--- src/rtl/itrx_aib_phy_rx_edge_train_ctrl.sv ---
// AIB RX half-cycle retiming training controller: checks posedge and negedge capture
// against a toggling checkerboard, counts errors per phase and locks onto a clean phase.
module itrx_aib_phy_rx_edge_train_ctrl #(
    parameter int unsigned  W          = 8,
    parameter logic [W-1:0] PATTERN    = 8'hA5,
    parameter int unsigned  SETTLE_CYC = 4,
    parameter int unsigned  WIN_LEN    = 64,
    parameter int unsigned  ERRW       = 8
) (
    input  logic            clk,
    input  logic            rstn,
    input  logic            train_start,
    input  logic [W-1:0]    rx_data,
    input  logic            ovrd_en,
    input  logic            ovrd_sel,
    output logic            sel_neg,
    output logic            train_busy,
    output logic            train_done,
    output logic            train_fail,
    output logic [ERRW-1:0] err_cnt_pos,
    output logic [ERRW-1:0] err_cnt_neg
);

    localparam int unsigned CYC_MAX = (WIN_LEN > SETTLE_CYC) ? WIN_LEN : SETTLE_CYC;
    localparam int unsigned CYCW    = (CYC_MAX > 1) ? $clog2(CYC_MAX) : 1;
    localparam logic [CYCW-1:0] SETTLE_LD = CYCW'(SETTLE_CYC - 1);
    localparam logic [CYCW-1:0] WIN_LD    = CYCW'(WIN_LEN - 1);

    typedef enum logic [2:0] {
        StIdle, StSettle0, StCheck0, StSettle1, StCheck1, StEval, StDone, StFail
    } state_e;

    state_e          state_q;
    logic            sel_q;
    logic [CYCW-1:0] cyc_q;
    logic [W-1:0]    prev_q;
    logic            busy_q, done_q, fail_q;
    logic [ERRW-1:0] err_pos_q, err_neg_q;
    logic            pat_err;

    // A clean link must show PATTERN or its complement and must change every cycle.
    always_comb begin
        pat_err = ((rx_data != PATTERN) && (rx_data != ~PATTERN)) || (rx_data == prev_q);
    end

    always_ff @(posedge clk or negedge rstn) begin
        if (!rstn) begin
            state_q   <= StIdle;
            sel_q     <= 1'b0;
            cyc_q     <= '0;
            prev_q    <= '0;
            busy_q    <= 1'b0;
            done_q    <= 1'b0;
            fail_q    <= 1'b0;
            err_pos_q <= '0;
            err_neg_q <= '0;
        end else begin
            prev_q <= rx_data;
            unique case (state_q)
                StIdle, StDone, StFail: begin
                    if (train_start) begin
                        state_q   <= StSettle0;
                        sel_q     <= 1'b0;
                        err_pos_q <= '0;
                        err_neg_q <= '0;
                        cyc_q     <= SETTLE_LD;
                        busy_q    <= 1'b1;
                        done_q    <= 1'b0;
                        fail_q    <= 1'b0;
                    end
                end
                StSettle0: begin
                    if (cyc_q == '0) begin
                        state_q <= StCheck0;
                        cyc_q   <= WIN_LD;
                    end else begin
                        cyc_q <= cyc_q - CYCW'(1);
                    end
                end
                StCheck0: begin
                    if (pat_err && (err_pos_q != '1)) err_pos_q <= err_pos_q + ERRW'(1);
                    if (cyc_q == '0) begin
                        state_q <= StSettle1;
                        sel_q   <= 1'b1;
                        cyc_q   <= SETTLE_LD;
                    end else begin
                        cyc_q <= cyc_q - CYCW'(1);
                    end
                end
                StSettle1: begin
                    if (cyc_q == '0) begin
                        state_q <= StCheck1;
                        cyc_q   <= WIN_LD;
                    end else begin
                        cyc_q <= cyc_q - CYCW'(1);
                    end
                end
                StCheck1: begin
                    if (pat_err && (err_neg_q != '1)) err_neg_q <= err_neg_q + ERRW'(1);
                    if (cyc_q == '0) begin
                        state_q <= StEval;
                    end else begin
                        cyc_q <= cyc_q - CYCW'(1);
                    end
                end
                StEval: begin
                    busy_q <= 1'b0;
                    if (err_pos_q == '0) begin
                        sel_q   <= 1'b0;
                        state_q <= StDone;
                        done_q  <= 1'b1;
                    end else if (err_neg_q == '0) begin
                        sel_q   <= 1'b1;
                        state_q <= StDone;
                        done_q  <= 1'b1;
                    end else begin
                        // Neither phase is clean: park on the lesser evil, posedge on a tie.
                        sel_q   <= (err_neg_q < err_pos_q);
                        state_q <= StFail;
                        fail_q  <= 1'b1;
                    end
                end
                default: state_q <= StIdle;
            endcase
        end
    end

    assign sel_neg     = ovrd_en ? ovrd_sel : sel_q;
    assign train_busy  = busy_q;
    assign train_done  = done_q;
    assign train_fail  = fail_q;
    assign err_cnt_pos = err_pos_q;
    assign err_cnt_neg = err_neg_q;

endmodule
--- config.mk ---
export PLATFORM = sky130hd
export DESIGN_NAME = itrx_aib_phy_rx_edge_train_ctrl
export DESIGN_NICKNAME = d
export VERILOG_FILES = /design/src/rtl/itrx_aib_phy_rx_edge_train_ctrl.sv
export SDC_FILE = /design/constraint.sdc
export NUM_CORES = 1
export LEC_CHECK = 0
export CELL_PAD_IN_SITES_DETAIL_PLACEMENT = 0
export CELL_PAD_IN_SITES_GLOBAL_PLACEMENT = 1
export CORE_MARGIN = 3
export CORE_UTILIZATION = 43
export DETAILED_ROUTE_END_ITERATION = 8
export GPL_TIMING_DRIVEN = 0
export PLACE_DENSITY_LB_ADDON = 0.1
export SKIP_LAST_GASP = 1
export SLEW_MARGIN = 15
export SYNTH_ARGS = -nofsm -noshare
export SYNTH_HDL_FRONTEND = slang
export SYNTH_SLANG_ARGS = --single-unit
--- constraint.sdc ---
create_clock -name clk -period 2.25 [get_ports clk]
set_input_delay 0.45 -clock clk [delete_from_list [all_inputs] [get_ports clk]]
set_output_delay 0.45 -clock clk [all_outputs]
set_load 0.03 [all_outputs]
==> metrics.csv, run 1 <==
stage,metric,value,unit
setup_path,cp_max_fo,4,
cells_and_area,drive_above_1_share,12.99,%
global_routing,grt.met3_usage,3.905,%
synth,synthTopCellsByArea,"dfrtp_1 (37%), mux2i_1 (6.8%), ha_1 (6.0%)",
detailed_routing,routed-via-count,2076,
setup_path,cp.required,2.47,ns
global_routing,antenna_found_initial,0,
die,fp.dieArea,0.006799,mm2
cells_and_area,nFillCells,532,
cts,clock_latency,0.29,ns
global_routing,grt_pass1_vias,1945,
global_routing,globalRouteTotalUtil,19.34,%
cells_and_area,nets,332,
place,placed_area,0.002939,mm2
outcome,status,"finished, final reports clean",
timing,worst_hold_slack,0.05147,ns
setup_path,crit_type,input port to flop,
global_routing,top_usage_layer,met1,
cells_and_area,final_cell_mix,"dfrtp_1 (37), nand2_1 (36), clkdlybuf4s50_1 (28)",
cells_and_area,num_antenna_cells,0,
cells_and_area,area_growth,21.40,%
detailed_routing,viasPerCell,5.463,
timing,finalCriticalPeriod,2.118,ns
detailed_routing,drt-total-wl,6001,um
die,die_h,82.46,um
detailed_routing,drt_iter0_drc,93,
synth,synth_seq_cells,37,
cts,cts_tree,done,
detailed_routing,drc,0,
setup_path,worstPathArrival,2.34,ns
cells_and_area,final_common_cell,dfrtp_1,
detailed_routing,avgRoutedWirePerCell,15.79,um
setup_path,critPathLaunchType,input port,
synth,avgSynthCellArea,9.521,um2
place,place.gp.congestion,0.7980,
timing,rsz0062_at_grt,false,
timing,skew,0.008472,ns
timing,tightest_slew,0.7408,ns
synth,synth_edf_count,0,
synth,ys_warn_count,0,
die,num_io_pins,33,
power_and_ir_drop,ir_drop,561.9,uV
cells_and_area,final_area,0.003052,mm2
die,core_area,0.005574,mm2
global_routing,gr-usage-met2,28.53,%
place,dp.final_hpwl,4313,um
timing,hold_viol,0,
global_routing,grt_max_degree,25,
power_and_ir_drop,power,1.967,mW
cts,cts.sinks,37,
run,drv_cap,0,
timing,fin_crit_sh,94.14,%
setup_path,setup.worst_path.end_class,flop,
detailed_routing,drt_pass1_iterations,4,
cts,cts_made_buffers,5,
timing,final-max-slew-violation-count,0,
synth,synthArstFlopShare,100.0,%
die,die_w,82.46,um
synth,synth_ff_type,dfrtp_1,
die,rows,27,
die,start_util,45.10,%
cts,ctsRootBufferMaster,clkbuf_8,
cts,cts_hold_buffers,0,
global_routing,use_met1,28.57,%
timing,max_freq,0.4721,GHz
cts,clock_path_buffers,2,
worst_hold_path,hold_path.class,input port to async pin,
timing,setup_viol_count_final,0,
synth,syn_inst,264,
synth,synthesis.nets,289,
power_and_ir_drop,leakagePower,1.375,nW
timing,maxSlewHeadroom,50.35,%
power_and_ir_drop,powerDensity,644.7,mW/mm2
cts,h-tree-depth,2,
global_routing,gr-total-overflow,0,
synth,synth_top_area_share,36.83,%
detailed_routing,antenna_left,0,
synth,syn_area,0.002514,mm2
synth,yosys.area.top_type,dfrtp_1,
cts,path_clk_slew,0.08,ns
synth,synth_cell_types,54,
synth,ys_seq_area_share,36.83,%
place,io_buffers,32,
global_routing,grt_pass1_wl,10030,um
## logic make-up (layout without fill, tap and decap cells)
logic type | count (synthesis) | after routing | share of synthesized area (%)
flops | 37 | 37 | 36.83
fa+ha+maj | 12 | 12 | 5.973
mux | 18 | 18 | 7.217
buf+inv | 25 | 69 | 4.480
xor+xnor | 11 | 11 | 3.833
compound gates | 57 | 57 | 18.32
simple gates | 104 | 104 | 23.35
## registers in the layout (all words and copies together) (netlist names)
register	cells
err_cnt_pos	8
prev_q	8
state_q	3
train_fail	1
train_busy	1
cyc_q	6
sel_q	1
train_done	1
err_cnt_neg	8
## metal layers
| metal | share of wire, % | vias up |
|---|---|---|
| li1 | - | 1037 |
| met1 | 51 | 999 |
| met2 | 44 | 35 |
| met3 | 3.3 | 5 |
| met4 | 1.0 | 0 |
| met5 | 0 | - |
## report_power, final
group / switching (mW) / internal [mW] / leakage (nW)
Clock: 0.258 / 0.214 / 0.0439
Sequential: 0.139 / 0.735 / 0.455
Combinational: 0.324 / 0.298 / 0.877
Total: 0.721 / 1.25 / 1.38
## Yosys cell counts (2+ instances only)
library cell	instances
dfrtp_1	37
nand2_1	36
inv_1	17
mux2i_1	17
ha_1	12
nand3_1	11
nor2_1	11
a21oi_1	10
xor2_1	10
a211oi_1	8
a211oi_2	7
o21ai_0	7
and3_1	6
nand2b_1	6
nor3_1	6
or2b_1	5
a21o_1	4
nor4bb_1	4
buf_2	3
o211ai_1	3
a31oi_1	2
and2_1	2
and4_1	2
buf_6	2
clkbuf_1	2
nor2b_1	2
nor3b_1	2
nor4_2	2
o21a_1	2
o22ai_1	2
## worst max-delay path, stage by stage
cell             delay, ns
clkdlybuf4s50_1       0.47
xor2_1                0.20
nor4_2                0.32
a22oi_2               0.18
buf_4                 0.17
a2111oi_2             0.33
mux2i_1               0.22
## worst paths after layout
path                                                 start                    endpoint  slack (ns)  cells after the start
worst min register to register      train_fail$_DFFE_PN0P_      train_fail$_DFFE_PN0P_        0.49                      2
worst max register to register  err_cnt_neg[1]$_DFFE_PN0P_  err_cnt_neg[0]$_DFFE_PN0P_        0.21                      6
worst min-delay path                                  rstn         prev_q[6]$_DFF_PN0_        0.05                      1
worst max-delay path                            rx_data[1]  err_cnt_neg[5]$_DFFE_PN0P_        0.13                      7
min in group clk                                rx_data[0]         prev_q[0]$_DFF_PN0_        0.37                      1
max in group asynchronous                             rstn      train_busy$_DFFE_PN0P_        1.75                      2
## area by class of cell
cell class | instances | area [um2] | area share (%)
sequential | 37 | 925.9 | 30.34
clock inverter | 3 | 17.52 | 0.5740
tap | 72 | 90.09 | 2.952
clock buffer | 5 | 68.82 | 2.255
multi-input combinational | 202 | 1475 | 48.34
buffer | 8 | 48.80 | 1.599
timing repair buffer | 36 | 361.6 | 11.85
inverter | 17 | 63.81 | 2.091
## what timing repair did
item | CTS | global route
endpoints found under the setup margin | 1 | 13
buffers inserted | 0 | 3
pin swaps | 0 | 2
gates resized for setup | 1 | 2
## per-stage QoR
step / cells / setup TNS, ns / setup WS (ns) / utilization [%]
floorplan: 264 / 0 / 0.3661 / -
global placement: 368 / -11.98 / -0.2513 / 52.46
detailed placement: 369 / -3.497 / -0.2783 / 52.73
CTS: 377 / 0 / 0.04402 / 54.25
global route: 380 / 0 / 0.006831 / 54.75
finish: 380 / 0 / 0.1318 / 54.75
No activity file was read; power rests on OpenSTA's default activity.
==> run 2, diff against run 1 <==
Settings changed: CORE_ASPECT_RATIO set to 2, SLEW_MARGIN 15 to 20.
==> metrics.csv, run 2 (same netlist as run 1, synthesis figures left out) <==
stage,metric,value,unit
setup_path,crit_type,input port to flop,
timing,final.setup.tns,0,ns
detailed_routing,avgRoutedWirePerCell,17.29,um
cells_and_area,area_growth,20.76,%
cts,cts.sinks,37,
global_routing,grt_pass1_vias,2037,
die,start_util,45.19,%
cts,ctsRootBufferMaster,clkbuf_8,
place,dp.final_hpwl,4827,um
setup_path,critPathLaunchType,input port,
cells_and_area,final_cell_mix,"dfrtp_1 (37), nand2_1 (36), clkdlybuf4s50_1 (30)",
setup_path,worstPathArrival,2.35,ns
timing,setup_viol_count_final,0,
detailed_routing,viasPerCell,5.640,
timing,maxSlewHeadroom,50.48,%
global_routing,grt_max_degree,26,
cells_and_area,drive_above_1_share,12.94,%
cts,h-tree-depth,2,
cells_and_area,multi_input_area,0.001475,mm2
die,core_area,0.005563,mm2
place,place.gp.congestion,0.7996,
timing,rsz0062_at_grt,false,
detailed_routing,drc,0,
cells_and_area,regArea,925.9,um2
timing,hold_viol,0,
cts,cts_hold_buffers,0,
cts,cts_tree,done,
setup_path,cp.required,2.48,ns
cts,clock_latency,0.30,ns
detailed_routing,drt_iter0_drc,83,
cells_and_area,final_common_cell,dfrtp_1,
setup_path,setup.worst_path.end_class,flop,
cts,clock_path_buffers,2,
global_routing,gr-total-overflow,0,
setup_path,cp_max_fo,9,
timing,finalCriticalPeriod,2.125,ns
die,die_w,60.07,um
timing,fin_crit_sh,94.45,%
place,io_buffers,32,
die,rows,38,
timing,skew,0.005872,ns
place,pre_cts_ws,-0.2389,ns
power_and_ir_drop,ir_drop,675.3,uV
timing,tightest_slew,0.7387,ns
run,drv_cap,0,
die,fp.dieArea,0.006855,mm2
cts,path_clk_slew,0.07,ns
cells_and_area,final_area,0.003035,mm2
timing,final-max-slew-violation-count,0,
global_routing,grt_pass1_wl,10560,um
cells_and_area,nFillCells,531,
die,num_io_pins,33,
outcome,status,"finished, final reports clean",
place,placed_area,0.002924,mm2
power_and_ir_drop,leakagePower,1.364,nW
cts,cts_made_buffers,5,
global_routing,antenna_found_initial,0,
die,die_h,114.1,um
timing,setup_slack,0.1248,ns
cells_and_area,nets,333,
timing,max_freq,0.4705,GHz
detailed_routing,drt_pass1_iterations,4,
detailed_routing,drt-total-wl,6381,um
detailed_routing,antenna_left,0,
worst_hold_path,hold_path.class,input port to async pin,
global_routing,globalRouteTotalUtil,20.54,%
detailed_routing,routed-via-count,2081,
power_and_ir_drop,powerDensity,649.1,mW/mm2
cells_and_area,num_antenna_cells,0,
[run 2: cell types whose count changed in the layout (fill, tap and decap cells not counted)]
cell             change
clkdlybuf4s50_1      +2
dlymetal6s2s_1       -2
buf_4                +1
clkinvlp_4           -1
clkbuf_1             +1
[run 2: layout make-up]
class	instances	share of cell area [%]
buffer	8	1.608
clock buffer	6	2.391
timing repair buffer	37	12.00
multi-input combinational	202	48.60
clock inverter	2	0.3298
inverter	17	2.102
sequential	37	30.50
tap	60	2.473
[run 2: through the flow]
step	utilization [%]	std cells	hold WS (ns)	power, mW
after global placement	52.29	356	0.4616	1.494
after floorplan	-	264	0.1544	1.245
after detailed placement	52.56	357	0.3735	1.514
after CTS	54.03	365	0.04696	1.990
after global routing	54.57	369	0.04580	2.091
final	54.57	369	0.04664	1.970
[run 2: repair_timing]
action	4_1_cts	5_1_grt
buffers inserted	0	4
gates resized for setup	1	0
pin swaps	0	1
setup endpoints to repair	1	3
[run 2: power breakdown]
part | switching, mW | internal (mW)
Combinational | 0.325 | 0.301
Sequential | 0.141 | 0.735
Clock | 0.254 | 0.215
[run 2: worst max-delay path: stages]
cell and delay [ns]:
clkdlybuf4s50_1 0.63, nand2_1 0.17, nor2_1 0.26, a21oi_1 0.21, a2111oi_2 0.42, mux2i_1 0.21
[run 2: per-layer routing]
layer | vias to the layer above | share of wire [%] | track usage (%)
li1 | 1032 | - | -
met1 | 1001 | 40 | 23.29
met2 | 40 | 54 | 35.91
met3 | 8 | 3.2 | 4.176
met4 | 0 | 2.2 | 8.432
met5 | - | 0 | 0
[run 2: worst paths after layout]
check                                              to              startpoint  slack, ns  cells after the start
max                        err_cnt_neg[5]$_DFFE_PN0P_             train_start       0.12                      6
min                        err_cnt_pos[4]$_DFFE_PN0P_                    rstn       0.05                      1
max reg2reg                err_cnt_pos[7]$_DFFE_PN0P_  state_q[2]$_DFFE_PN0P_       0.23                      7
min reg2reg                    train_fail$_DFFE_PN0P_  train_fail$_DFFE_PN0P_       0.48                      2
max in group asynchronous      train_busy$_DFFE_PN0P_                    rstn       1.76                      2
min in group clk               train_fail$_DFFE_PN0P_  train_fail$_DFFE_PN0P_       0.48                      2
